$ cat src/rtl/sa_tile_control.sv
// sa_tile_control: K-tiling sequencer for a NUM_ROWS x NUM_COLS systolic array.
// Runs ntiles back-to-back PRELOAD/STREAM passes. Every tile after the first
// reads back partial sums and accumulates into the same output rows.
module sa_tile_control #(
  parameter int NUM_ROWS  = 4,
  parameter int NUM_COLS  = 4,
  parameter int MAX_TILES = 16,
  parameter int MEM_LAT   = 1,
  parameter int ADDR_W    = 16,
  parameter int TILE_W    = $clog2(MAX_TILES + 1)
) (
  input  logic              clk,
  input  logic              rst_n,
  input  logic              i_start,
  input  logic [TILE_W-1:0] i_num_tiles,
  input  logic              i_stall,
  input  logic              i_abort,
  output logic              r_weight_en,
  output logic [ADDR_W-1:0] r_weight_addr,
  output logic              r_input_en,
  output logic [ADDR_W-1:0] r_input_addr,
  output logic              r_psum_en,
  output logic [ADDR_W-1:0] r_psum_addr,
  output logic              w_output_en,
  output logic [ADDR_W-1:0] w_output_addr,
  output logic              o_mode,
  output logic              o_load_psum,
  output logic              o_busy,
  output logic              o_done
);

  localparam int IN_LEN   = NUM_ROWS + NUM_COLS - 1;
  localparam int W0       = IN_LEN;
  localparam int T_STREAM = IN_LEN + NUM_COLS;
  localparam int CNT_W    = $clog2(T_STREAM + 1);
  // Psum reads lead the matching output write by MEM_LAT cycles.
  localparam int PS_LO    = W0 - MEM_LAT;
  localparam int PS_HI    = W0 + NUM_COLS - 1 - MEM_LAT;

  typedef enum logic [1:0] {IDLE, PRELOAD, STREAM} state_t;

  state_t            state;
  logic [CNT_W-1:0]  count_r;
  logic [TILE_W-1:0] tile_r;
  logic [TILE_W-1:0] ntiles_r;
  logic              done_r;

  logic [TILE_W-1:0] ntiles_clamped;
  logic              last_tile;

  logic              weight_en_dec;
  logic              input_en_dec;
  logic              psum_en_dec;
  logic              output_en_dec;
  logic [ADDR_W-1:0] tile_a;
  logic [ADDR_W-1:0] count_a;

  assign tile_a    = ADDR_W'(tile_r);
  assign count_a   = ADDR_W'(count_r);
  assign last_tile = (tile_r == ntiles_r - TILE_W'(1));

  // Requested tile count mapped into 1..MAX_TILES.
  always_comb begin
    ntiles_clamped = i_num_tiles;
    if (i_num_tiles == '0)
      ntiles_clamped = TILE_W'(1);
    else if (i_num_tiles > TILE_W'(MAX_TILES))
      ntiles_clamped = TILE_W'(MAX_TILES);
  end

  // Sequencer: phase/tile counters, stall hold, abort, and done pulse.
  always_ff @(posedge clk or negedge rst_n) begin
    if (!rst_n) begin
      state    <= IDLE;
      count_r  <= '0;
      tile_r   <= '0;
      ntiles_r <= '0;
      done_r   <= 1'b0;
    end else begin
      done_r <= 1'b0;
      if (i_abort && state != IDLE) begin
        state    <= IDLE;
        count_r  <= '0;
        tile_r   <= '0;
        ntiles_r <= '0;
      end else begin
        case (state)
          IDLE: begin
            if (i_start) begin
              state    <= PRELOAD;
              ntiles_r <= ntiles_clamped;
              count_r  <= '0;
              tile_r   <= '0;
            end
          end
          PRELOAD: begin
            if (!i_stall) begin
              if (count_r == CNT_W'(NUM_ROWS - 1)) begin
                state   <= STREAM;
                count_r <= '0;
              end else begin
                count_r <= count_r + CNT_W'(1);
              end
            end
          end
          STREAM: begin
            if (!i_stall) begin
              if (count_r == CNT_W'(T_STREAM - 1)) begin
                count_r <= '0;
                if (last_tile) begin
                  state  <= IDLE;
                  tile_r <= '0;
                  done_r <= 1'b1;
                end else begin
                  state  <= PRELOAD;
                  tile_r <= tile_r + TILE_W'(1);
                end
              end else begin
                count_r <= count_r + CNT_W'(1);
              end
            end
          end
          default: begin
            state   <= IDLE;
            count_r <= '0;
            tile_r  <= '0;
          end
        endcase
      end
    end
  end

  // Decode memory ports and array mode from state, count and tile.
  always_comb begin
    weight_en_dec = 1'b0;
    input_en_dec  = 1'b0;
    psum_en_dec   = 1'b0;
    output_en_dec = 1'b0;
    r_weight_addr = '0;
    r_input_addr  = '0;
    r_psum_addr   = '0;
    w_output_addr = '0;
    o_mode        = 1'b0;
    o_load_psum   = 1'b0;
    case (state)
      PRELOAD: begin
        weight_en_dec = 1'b1;
        r_weight_addr = tile_a * ADDR_W'(NUM_ROWS) + count_a;
      end
      STREAM: begin
        o_mode      = 1'b1;
        o_load_psum = (tile_r != '0);
        if (count_r < CNT_W'(IN_LEN)) begin
          input_en_dec = 1'b1;
          r_input_addr = tile_a * ADDR_W'(IN_LEN) + count_a;
        end
        // Output rows are rewritten at the same addresses on every tile.
        if (count_r >= CNT_W'(W0) && count_r <= CNT_W'(W0 + NUM_COLS - 1)) begin
          output_en_dec = 1'b1;
          w_output_addr = count_a - ADDR_W'(W0);
        end
        if (tile_r != '0 && count_r >= CNT_W'(PS_LO) && count_r <= CNT_W'(PS_HI)) begin
          psum_en_dec = 1'b1;
          r_psum_addr = count_a - ADDR_W'(PS_LO);
        end
      end
      default: begin
      end
    endcase
  end

  // A stall suppresses every enable while addresses stay on the held value.
  assign r_weight_en = weight_en_dec & ~i_stall;
  assign r_input_en  = input_en_dec  & ~i_stall;
  assign r_psum_en   = psum_en_dec   & ~i_stall;
  assign w_output_en = output_en_dec & ~i_stall;

  assign o_busy = (state != IDLE);
  assign o_done = done_r;

endmodule

$ cat config.mk
export PLATFORM = sky130hd
export DESIGN_NAME = sa_tile_control
export DESIGN_NICKNAME = d
export VERILOG_FILES = /design/src/rtl/sa_tile_control.sv
export SDC_FILE = /design/constraint.sdc
export NUM_CORES = 1
export LEC_CHECK = 0
export BUFFER_PORTS_ARGS = -buffer_cell sky130_fd_sc_hd__buf_2
export CAP_MARGIN = 10
export CORE_MARGIN = 1.5
export CORE_UTILIZATION = 40
export CTS_CLUSTER_SIZE = 8
export DETAILED_ROUTE_END_ITERATION = 16
export PLACE_DENSITY = 0.64
export RECOVER_POWER = 100
export SLEW_MARGIN = 20
export SYNTH_ARGS = -nofsm -noshare
export SYNTH_HDL_FRONTEND = slang
export SYNTH_SLANG_ARGS = --single-unit
$ cat constraint.sdc
create_clock -name clk -period 5.45 [get_ports clk]
set_clock_uncertainty 0.15 [all_clocks]
set_input_delay 1.3625 -clock clk [delete_from_list [all_inputs] [get_ports clk]]
set_output_delay 1.3625 -clock clk [all_outputs]
set_load 0.05 [all_outputs]
==> results of run 1 <==
-- cell families (layout without fill, tap and decap cells) --
logic type | Yosys count | count (layout)
AND/OR/NAND/NOR | 92 | 92
buffers and inverters | 69 | 96
AO/OA/AOI/OAI | 48 | 48
adder cells (fa/ha/maj) | 40 | 40
flip-flops | 17 | 17
XOR/XNOR | 14 | 14
other | 1 | 15
multiplexers | 1 | 1
-- per-stage QoR --
step | total power, uW | instance area (sq um)
floorplan | 557 | 2450
global placement | 653 | 2550
detailed placement | 657 | 2550
CTS | 755 | 2600
global route | 804 | 2510
finish | 737 | 2510
-- synthesized netlist by cell type, drive strengths merged, types with 4 or more instances --
| library cell | number |
|---|---|
| and2 | 12 |
| nand3 | 9 |
| inv | 26 |
| a21o | 6 |
| a22o | 5 |
| nor2 | 25 |
| a31oi | 5 |
| o21ai | 12 |
| buf | 40 |
| nor2b | 4 |
| nor3 | 4 |
| ha | 32 |
| nand2 | 20 |
| a21oi | 7 |
| dfrtp | 17 |
| fa | 8 |
| xnor2 | 11 |
-- worst min-delay path by stage --
stage,startpoint,end
global placement,ntiles_r[4],ntiles_r[4]
finish,ntiles_r[4],ntiles_r[4]
CTS,ntiles_r[4],ntiles_r[4]
floorplan,ntiles_r[4],ntiles_r[4]
global route,ntiles_r[4],ntiles_r[4]
detailed placement,ntiles_r[4],ntiles_r[4]
-- where the power goes --
| part | internal, uW | switching (uW) | total [uW] | leakage (uW) |
|---|---|---|---|---|
| logic | 133 | 309 | 442 | 0.000976 |
| clock network | 50.7 | 44.1 | 94.8 | 0.0000255 |
| registers | 154 | 46.5 | 200 | 0.000231 |
| total | 337 | 400 | 737 | 0.00123 |
-- critical path, cell delays in order, from the launching register on --
cell and delay [ns]:
dfrtp_1 0.58, inv_1 0.24, fa_1 0.51, fa_1 0.49, inv_1 0.04, ha_1 0.31
a21o_1 0.12, a21o_1 0.13, a21oi_1 0.08, or4b_2 0.61, nand3_1 0.08, buf_2 0.26
-- placed cells by master (no fill, tap or decap), types with 2 or more instances in the layout --
cell,synthesis,layout
clkbuf_1,2,56
ha_1,32,32
inv_1,26,26
nor2_1,24,24
nand2_1,20,20
dfrtp_1,17,17
conb_1,1,15
o21ai_0,11,12
xnor2_1,11,11
and2_1,11,11
nand3_1,9,9
buf_2,1,9
fa_1,8,8
a21oi_1,6,7
a21o_1,6,6
a31oi_1,5,5
nor3_1,4,4
xor2_1,3,3
a211oi_1,3,3
nor2b_1,3,3
a22o_1,3,3
clkbuf_8,0,3
or4b_2,2,2
nand4b_1,2,2
nor3b_1,2,2
o211ai_1,2,2
nand3b_1,2,2
nand2b_1,2,2
a22o_2,2,2
a32o_1,2,2
-- registers in the layout, summed over array words and instances (netlist names) --
name,flops
count_r,4
ntiles_r,5
o_done,1
state,2
tile_r,5
-- layout make-up --
type                    count  area (sq um)
clock buffers               3          41.3
clock inverters             1          5.00
fillers                   615          3130
inverters                  26          97.6
multi-input cells         210          1590
flip-flops and latches     17           425
well taps                  72          90.1
repair buffers             66           260
-- routing by layer --
metal  part of all wire  GRT usage
met1               0.47      0.213
met2               0.48      0.252
met3              0.045     0.0318
met4             0.0063     0.0293
met5                  0          0
==> flow_summary_export.csv, run 1 <==
group,metric,value,unit
global_routing,grt_pass1_vias,1674,
cts,post_cts.repair.setup_buffers,0,
global_routing,grt_max_degree,18,
drt,drc,0,
floorplanning,die_h,80.3,um
critical_path,r2r_end,"tile_r[2]",
drt,wl_per_cell,12.4,um
place,io_buffers,66,
cts,ctsHoldBuffers,0,
synthesis,synth_xor_area_frac,0.0513,
sta,period_share,0.956,
sta,finalSetupViolations,0,
sta,worstMarginPinSlew,1.10,ns
power_and_ir_drop,irDropWorstVdd,0.118,mV
critical_path,r2r_cells,6,
drt,drt_iter0_drc,82,
run,max-cap-violations,0,
power_and_ir_drop,p_leak,0.00123,uW
drt,avgViaCountPerCell,4.89,
critical_path,r2r_setup_slack,2.82,ns
sta,rsz0062_at_grt,"false",
outcome,status,"finished clean",
global_routing,antenna_found_initial,0,
sta,drv_slew,0,
synthesis,netlist_top_cells_area,"dfrtp_1 (18%), ha_1 (17%), buf_4 (12%)",
synthesis,syn_area_per_cell,8.47,sq um
cts,worstSkewPairLatency,0.25,ns
floorplanning,core,0.00564,sq mm
critical_path,critPathArrivalTime,3.70,ns
floorplanning,start_util,0.424,
cts,clock_path_buffers,2,
layout,final_nets,374,
synthesis,synth_flop_cell,"dfrtp_1",
synthesis,synth.distinct_cells,52,
layout,diodes,0,
synthesis,synth-edff-count,0,
cts,clkSinkCount,17,
sta,fmax,0.192,GHz
synthesis,synth-seq-cells,17,
layout,area_delta_synth_final,5.08,%
sta,setup_slack,0.237,ns
hold_path,min_path_type,"reg -> reg",
sta,tns,0,ns
synthesis,postSynth.asyncResetShare,1.00,
synthesis,synth-simple-area-share,0.209,
synthesis,synth_top_area_frac,0.178,
sta,min_period,5.21,ns
cts,cts_root_buf,"clkbuf_8",
synthesis,synth_top_family_by_area,"adder cells",
hold_path,whs_path_depth,1,
critical_path,r2r_start,"count_r[1]",
synthesis,yosysWarnings,0,
cts,htreeDepth,1,
critical_path,startpoint,"tile_r[2]",
drt,dr.pass1.iters,4,
sta,final_hold_viol_count,0,
floorplanning,fp.dieW,80.3,um
layout,fin_cells,395,
cts,cts_resized,0,
global_routing,grt_first_pass_wirelength,7880,um
critical_path,worstSetupPathType,"reg -> out",
floorplanning,rows,27,
drt,vias,1931,
place,place.gp.congestion,0.851,
floorplanning,ioPinCount,82,
synthesis,synth_fa_ha_area_frac,0.235,
critical_path,endpoint,"r_input_addr[7]",
drt,ant_nets,0,
place,pre_cts_ws,0.508,ns
synthesis,syn-instance-count,282,
cts,clkTransAtPathRegs,0.07,ns
synthesis,synth-seq-area-share,0.178,
place,dpl.hpwl,3960,um
critical_path,cp_max_fo,12,
drt,drt-total-wl,4900,um
synthesis,synth_compound_area_frac,0.147,
power_and_ir_drop,power_density,294,mW/mm^2
place,dp_cells,391,
synthesis,yosys.area.top_type,"dfrtp_1",
layout,finish.utilization,0.445,
cts,cts_buffers,3,
synthesis,syn_area,0.00239,sq mm
critical_path,cp.required,3.94,ns
global_routing,gr-total-overflow,0,
floorplanning,dieArea,0.00645,sq mm
critical_path,start_kind,"flop",
cts,cts_tree,"built",
sta,relSlewSlack,0.263,
global_routing,track_usage,0.155,
layout,layout-drive-gt1-share,0.0805,
sta,holdWs,0.400,ns
synthesis,synthMuxAreaShare,0.00471,
critical_path,crit_path_end_kind,"primary output",
No activity file was read; power rests on OpenSTA's default activity.
==> inputs of run 2 (changes only) <==
Settings changed: GPL_TIMING_DRIVEN set to 0.
==> run 2 against run 1 <==
Net effect: first-iteration DRC count shrank 30%; highest routed layer unchanged; sequential power shrank 3%; final cell count grew 11%; largest cell class unchanged; global-route usage grew 1.0 points; flip-flop and latch count is the same; non-clock buffer count grew 43.
==> flow_summary_export.csv, run 2 (synthesis gave the netlist of run 1 again) <==
group,metric,value,unit
place,place.gp.congestion,0.824,
cts,ctsHoldBuffers,0,
floorplanning,rows,27,
critical_path,r2r_start,"ntiles_r[0]",
floorplanning,start_util,0.424,
drt,drt_iter0_drc,57,
critical_path,r2r_end,"tile_r[2]",
floorplanning,ioPinCount,82,
sta,finalSetupViolations,0,
hold_path,whs_path_depth,1,
hold_path,min_path_type,"reg -> reg",
cts,clkTransAtPathRegs,0.07,ns
cts,post_cts.repair.setup_buffers,0,
sta,relSlewSlack,0.236,
global_routing,grt_pass1_vias,1864,
sta,drv_slew,0,
run,max-cap-violations,0,
sta,fmax,0.193,GHz
cts,worstSkewPairLatency,0.25,ns
critical_path,start_kind,"flop",
cts,cts_resized,0,
cts,clock_path_buffers,2,
critical_path,crit_path_end_kind,"primary output",
cts,clkSinkCount,17,
layout,reg.largest.list,"ntiles_r (5), tile_r (5), count_r (4)",
drt,dr.pass1.iters,4,
sta,worstMarginPinSlew,1.14,ns
drt,ant_nets,0,
outcome,status,"finished clean",
cts,cts_buffers,3,
layout,final_common_cell,"clkbuf_1",
critical_path,critPathArrivalTime,3.67,ns
global_routing,grt_first_pass_wirelength,8580,um
critical_path,r2r_setup_slack,2.75,ns
place,placed_cell_area,0.00287,sq mm
power_and_ir_drop,irDropWorstVdd,0.126,mV
critical_path,cp.required,3.94,ns
global_routing,gr-total-overflow,0,
sta,rsz0062_at_grt,"false",
hold_path,worstHoldStart,"ntiles_r[4]",
sta,period_share,0.951,
sta,min_period,5.19,ns
drt,vias,2088,
layout,area_delta_synth_final,18.4,%
sta,tns,0,ns
drt,drt-total-wl,5250,um
critical_path,cp_max_fo,9,
layout,final_nets,417,
drt,avgViaCountPerCell,4.77,
critical_path,worstSetupPathType,"reg -> out",
global_routing,track_usage,0.165,
layout,layout-drive-gt1-share,0.216,
power_and_ir_drop,p_leak,0.00150,uW
floorplanning,die_h,80.3,um
layout,final_cell_mix,"clkbuf_1 (47), buf_4 (37), ha_1 (32), inv_1 (26), nor2_1 (25)",
global_routing,grt_max_degree,18,
floorplanning,core,0.00564,sq mm
floorplanning,fp.dieW,80.3,um
critical_path,r2r_cells,6,
cts,cts_root_buf,"clkbuf_8",
layout,diodes,0,
cts,htreeDepth,1,
place,io_buffers,66,
power_and_ir_drop,power_density,262,mW/mm^2
global_routing,antenna_found_initial,0,
floorplanning,dieArea,0.00645,sq mm
drt,wl_per_cell,12.0,um
cts,cts_tree,"built",
drt,drc,0,
layout,postLayoutCellArea,0.00283,sq mm
place,dpl.hpwl,4270,um
sta,final_hold_viol_count,0,
hold_path,min_delay_worst_endpoint,"ntiles_r[4]",
run 2: cell types whose count changed in the layout (fill, tap and decap cells not counted), moves of 2 or more:
cell      previous run  this run
buf_4                0        37
clkbuf_2             1        13
clkbuf_1            56        47
buf_2                9        11
buf_6                0         2
run 2: per-layer routing:
layer / up-vias / part of all wire / track usage
met3: 10 / 0.044 / 0.0261
met4: 0 / 0.017 / 0.0483
li1: 1066 / - / -
met1: 957 / 0.48 / 0.227
met2: 55 / 0.46 / 0.266
met5: - / 0 / 0
run 2: worst max-delay path by stage:
stage | depth (start not counted) | from | slack, ns | end
detailed placement | 11 | tile_r[3] | 0.52 | r_input_addr[7]
CTS | 11 | tile_r[3] | 0.24 | r_input_addr[7]
global placement | 12 | tile_r[2] | 0.55 | r_input_addr[7]
floorplan | 7 | state[0] | 0.02 | r_psum_addr[10]
finish | 12 | tile_r[2] | 0.26 | r_input_addr[7]
global route | 11 | tile_r[3] | 0.03 | r_input_addr[7]
run 2: area by class of cell:
| class | count | area [sq um] |
|---|---|---|
| Multi-Input combinational cell | 210 | 1580 |
| Sequential cell | 17 | 425 |
| Inverter | 26 | 97.6 |
| Buffer | 43 | 318 |
| Tap cell | 72 | 90.1 |
| Timing Repair Buffer | 66 | 275 |
| Fill cell | 572 | 2810 |
| Clock buffer | 4 | 45.0 |
run 2: report_power, final:
group / switching (uW) / leakage (uW) / internal (uW)
combinational: 313 / 0.00124 / 141
sequential: 40.0 / 0.000231 / 154
clock: 40.4 / 0.0000228 / 51.7
run 2: worst max-delay path: stages (launching register included):
cell and delay [ns]:
dfrtp_1 0.45, buf_6 0.17, inv_1 0.20, fa_1 0.47
fa_1 0.49, inv_1 0.04, ha_1 0.32, a21o_1 0.13
a21o_1 0.13, a21oi_1 0.09, or4b_2 0.61, nand3_1 0.08
buf_2 0.26
run 2: per-stage QoR:
step                      total power, uW  hold WS, ns  instances   util  worst slack [ns]
final                                 740        0.401        438  0.501             0.265
after floorplan                       557        0.336        296      -            0.0212
after detailed placement              672        0.386        434  0.508             0.520
after global placement                663        0.388        434  0.508             0.551
after global routing                  806        0.428        438  0.501            0.0288
after CTS                             765        0.412        438  0.516             0.242
